$ cat src/rtl/rr_mux_arbiter.sv
// Round-robin arbiter driving the select of an N:1 mux tree. One owner at a time;
// the grant is held until done, request drop, or MAX_HOLD cycles, then rotates.
module rr_mux_arbiter #(
  parameter int N = 4,
  parameter int MAX_HOLD = 8,
  localparam int SEL_W = $clog2(N)
) (
  input  logic             clk,
  input  logic             rst_n,
  input  logic [N-1:0]     req,
  input  logic             done,
  output logic [SEL_W-1:0] sel,
  output logic [N-1:0]     grant,
  output logic             active,
  output logic             timeout
);

  typedef enum logic {IDLE = 1'b0, OWN = 1'b1} state_t;

  state_t           state_q, state_d;
  logic [SEL_W-1:0] ptr_q, ptr_d;
  logic [7:0]       cnt_q, cnt_d;
  logic [SEL_W-1:0] sel_d;
  logic [N-1:0]     grant_d;
  logic             active_d, timeout_d;

  logic [SEL_W-1:0] ptr_after_release;
  logic [SEL_W:0]   pick_idle, pick_release;
  logic             rel_done, rel_drop, rel_hold;

  // Returns {found, index} of the first set bit scanning start, start+1, ... mod N.
  function automatic logic [SEL_W:0] pick_first(input logic [N-1:0] r,
                                                 input logic [SEL_W-1:0] start);
    logic             found;
    logic [SEL_W-1:0] idx;
    int               j;
    found = 1'b0;
    idx   = '0;
    for (int k = 0; k < N; k++) begin
      j = (int'(start) + k) % N;
      if (!found && r[j]) begin
        found = 1'b1;
        idx   = SEL_W'(j);
      end
    end
    return {found, idx};
  endfunction

  function automatic logic [N-1:0] onehot(input logic [SEL_W-1:0] idx);
    logic [N-1:0] o;
    o      = '0;
    o[idx] = 1'b1;
    return o;
  endfunction

  assign ptr_after_release = (sel == SEL_W'(N - 1)) ? '0 : sel + SEL_W'(1);
  assign pick_idle         = pick_first(req, ptr_q);
  // The releasing owner is masked out so it cannot re-win at the same edge.
  assign pick_release      = pick_first(req & ~grant, ptr_after_release);

  assign rel_done = done;
  assign rel_drop = !req[sel];
  assign rel_hold = (cnt_q == 8'(MAX_HOLD));

  // NOTE: every always_comb output gets a default first so no path leaves it unassigned,
  // which is what keeps synthesis from inferring latches.
  always_comb begin
    state_d   = state_q;
    ptr_d     = ptr_q;
    cnt_d     = cnt_q;
    sel_d     = sel;
    grant_d   = grant;
    active_d  = active;
    timeout_d = 1'b0;

    case (state_q)
      IDLE: begin
        if (pick_idle[SEL_W]) begin
          state_d  = OWN;
          sel_d    = pick_idle[SEL_W-1:0];
          grant_d  = onehot(pick_idle[SEL_W-1:0]);
          active_d = 1'b1;
          cnt_d    = 8'd1;
        end
      end
      OWN: begin
        if (rel_done || rel_drop || rel_hold) begin
          ptr_d     = ptr_after_release;
          timeout_d = rel_hold && !rel_done && !rel_drop;
          if (pick_release[SEL_W]) begin
            sel_d   = pick_release[SEL_W-1:0];
            grant_d = onehot(pick_release[SEL_W-1:0]);
            cnt_d   = 8'd1;
          end else begin
            state_d  = IDLE;
            grant_d  = '0;
            active_d = 1'b0;
            cnt_d    = 8'd0;
          end
        end else begin
          cnt_d = cnt_q + 8'd1;
        end
      end
      default: state_d = IDLE;
    endcase
  end

  // NOTE: sequential state uses non-blocking assignments so all registers update
  // together from pre-edge values, independent of statement order.
  always_ff @(posedge clk or negedge rst_n) begin
    if (!rst_n) begin
      state_q <= IDLE;
      ptr_q   <= '0;
      cnt_q   <= '0;
      sel     <= '0;
      grant   <= '0;
      active  <= 1'b0;
      timeout <= 1'b0;
    end else begin
      state_q <= state_d;
      ptr_q   <= ptr_d;
      cnt_q   <= cnt_d;
      sel     <= sel_d;
      grant   <= grant_d;
      active  <= active_d;
      timeout <= timeout_d;
    end
  end

  a_grant_matches_sel: assert property (@(posedge clk) disable iff (!rst_n)
    grant == (active ? onehot(sel) : '0));
  a_grant_onehot0: assert property (@(posedge clk) disable iff (!rst_n)
    $onehot0(grant));
  a_timeout_moves: assert property (@(posedge clk) disable iff (!rst_n)
    timeout |-> (!active || sel != $past(sel)));

endmodule

$ cat config.mk
export PLATFORM = sky130hd
export DESIGN_NAME = rr_mux_arbiter
export DESIGN_NICKNAME = d
export VERILOG_FILES = /design/src/rtl/rr_mux_arbiter.sv
export SDC_FILE = /design/constraint.sdc
export NUM_CORES = 1
export LEC_CHECK = 0
export ABC_AREA = 1
export CORE_MARGIN = 10
export CORE_UTILIZATION = 58
export CTS_CLUSTER_SIZE = 12
export DETAILED_ROUTE_END_ITERATION = 6
export DONT_BUFFER_PORTS = 1
export GPL_ROUTABILITY_DRIVEN = 0
export PLACE_DENSITY = 0.81
export SYNTH_ARGS = -nofsm -noshare
export SYNTH_HDL_FRONTEND = slang
export SYNTH_SLANG_ARGS = --single-unit
$ cat constraint.sdc
create_clock -name clk -period 3.93 [get_ports clk]
set_input_delay 0.786 -clock clk [delete_from_list [all_inputs] [get_ports clk]]
set_output_delay 0.786 -clock clk [all_outputs]
set_load 0.1 [all_outputs]
==> results.toml <==
[floorplan]
fp.dieH_um = 75.3
die_w_um = 75.3
die_area_um2 = 5670
ios = 15
initial_utilization = 0.595
core_um2 = 2980
rows = 20

[grt]
overflow = 0
grt_usage = 0.141
grt_pass1_wl_mm = 6.35
grt_max_degree = 20
grt_pass1_vias = 1398
antenna_found_initial = 0

[worst_setup_path]
critPathMaxFanout = 9
slowest_stage = "dfrtp_1"
slowest_delay_ps = 1070
start_kind = "register"
cp-end-kind = "register"
crit_top_cell = "nand2_1"
arrival_ps = 2910
path_class = "register to register"
critPathRequiredTime_ps = 4140
path_cells = "ha_1 > inv_4 > nand2_2 > nand2_4 > nand2_1 > nand2_1 > nand4_4 > nand2_2 > nand2_2 > nand3_1 > nand2_1 > nand2_1 > nand2_1"

[clock_tree]
cts-root-buf = "clkbuf_4"
postCtsSetupBuffers = 0
cts_htree_levels = 1
numCtsBuffers = 3
cts_tree = "yes"
clock-sinks = 19
clock_path_buffers = 2
cts_resized = 0
insertion_delay_ps = 310
cts_hold_buf = 0
clk_pin_slew_ps = 120

[synth]
synth-seq-cells = 19
ys.flop_type = "dfrtp_1"
netlist_area_um2 = 1770
ys_types = 31
netlist_instances = 251
async_flop_share = 1.00
ys_seq_area_frac = 0.268
yosys_warnings = 0
yosysMostFrequentCell = "nand2_1"
synth_top_area_share = 0.268
yosys-top-cells-area = "dfrtp_1 27%, nand2_1 15%, nand2_2 7.8%"
syn_area_per_cell_um2 = 7.06
yosys-top-cells-count = "71 x nand2_1, 33 x inv_1, 22 x nand2_2"
synth_edf_count = 0
yosys.area.top_type = "dfrtp_1"
synth_fp_nets = 261

[cells_and_area]
fillCellCount = 270
drive_gt1_frac = 0.252
fin_nets = 269
area_growth_pct = 5.08
num_antenna_cells = 0
fin_cells = 291

[detailed_routing]
routedWlPerCell_um = 12.6
drtIter0Drc = 104
vias = 1526
ant_nets = 0
firstDrtPassIters = 4
drc_errors = 0
routed_wl_mm = 3.65
vias_per_cell = 5.24

[run]
cap_violations = 0

[sta]
hold_viol_final = 0
clock_skew_ps = 5.10
fmax_mhz = 370
slew_headroom = 0.283
setup_viol = 0
whs_ps = 146
slew_viol_final = 0
rsz0062_at_grt = "false"
period_needed_ps = 2700
tightestPinTransition_ps = 1080
final.period_utilization = 0.688
setup_tns_ps = 0

[placement]
dp.cells = 287
numPortBuffers = 0
place_hpwl_mm = 2.97

[hold_path]
hp-class = "primary input to asynchronous set/reset pin"

[outcome]
status = "finished, final reports clean"
## per-layer routing
layer  up-vias  GRT usage  wire length, µm
li1        814          -                -
met3         4     0.0417              300
met4         0     0.0495               48
met2        37      0.223             1580
met1       671      0.179             1730
met5         -          0                0
## flip-flops by register name, indices dropped and copies added (netlist names)
register,cells
cnt_q,8
ptr_q,2
state_q,1
sel,2
timeout,1
grant,4
active,1
## per-stage QoR
step / utilization / cell area [µm²] / setup WS [ps]
after floorplan: - / 1770 / 1450
after CTS: 0.626 / 1860 / 1230
final: 0.626 / 1860 / 1230
after global placement: 0.616 / 1840 / 1310
after detailed placement: 0.616 / 1840 / 1250
after global routing: 0.626 / 1860 / 1070
## critical path, delay by kind of cell, from the launching register on
kind,cells,cell delay (ps)
and+or+nand+nor,11,900
adders and majority gates,1,470
buffers and inverters,1,150
DFF,1,1070
## cells in the final DEF (no fill, tap or decap), types with 3 or more instances in the layout
cell,instances
nand3_2,5
nand3_1,21
nand2_2,22
nor3_1,5
nand2_1,71
buf_4,5
inv_1,33
inv_2,5
xor2_1,5
clkbuf_4,3
o21ai_0,6
nor2_1,11
dfrtp_1,19
nand4_1,5
o22ai_1,7
o21ai_1,3
ha_1,3
nand2_4,11
## cell families after synthesis
kind of cell	Yosys count	share of synthesized area
adder cells (fa/ha/maj)	3	0.0212
AO/OA/AOI/OAI	23	0.0953
AND/OR/NAND/NOR	158	0.490
XOR/XNOR	6	0.0296
flip-flops	19	0.268
buffers and inverters	42	0.0953
## worst paths after layout
check	depth (start not counted)	endpoint	slack, ps	startpoint
setup reg to reg	13	grant[1]$_DFFE_PN0P_	1230	sel[0]$_DFFE_PN0P_
max in group asynchronous	0	sel[0]$_DFFE_PN0P_	3710	rst_n
hold reg to reg	2	cnt_q[6]$_DFFE_PN0P_	580	cnt_q[6]$_DFFE_PN0P_
setup / recovery	13	grant[1]$_DFFE_PN0P_	1230	sel[0]$_DFFE_PN0P_
min in group clk	2	cnt_q[6]$_DFFE_PN0P_	580	cnt_q[6]$_DFFE_PN0P_
hold / removal	0	cnt_q[2]$_DFFE_PN0P_	150	rst_n
## final cells by class
cell class	count	area (µm²)	share of cell area
multi-input cells	190	1130	0.606
clock buffers	3	22.5	0.0121
well taps	33	41.3	0.0222
flip-flops and latches	19	475	0.255
clock inverters	1	5.00	0.00269
repair buffers	5	37.5	0.0201
inverters	40	153	0.0819
Power is not shown: default switching activity piles up to over one toggle a cycle in this logic, so the estimate is an artifact.
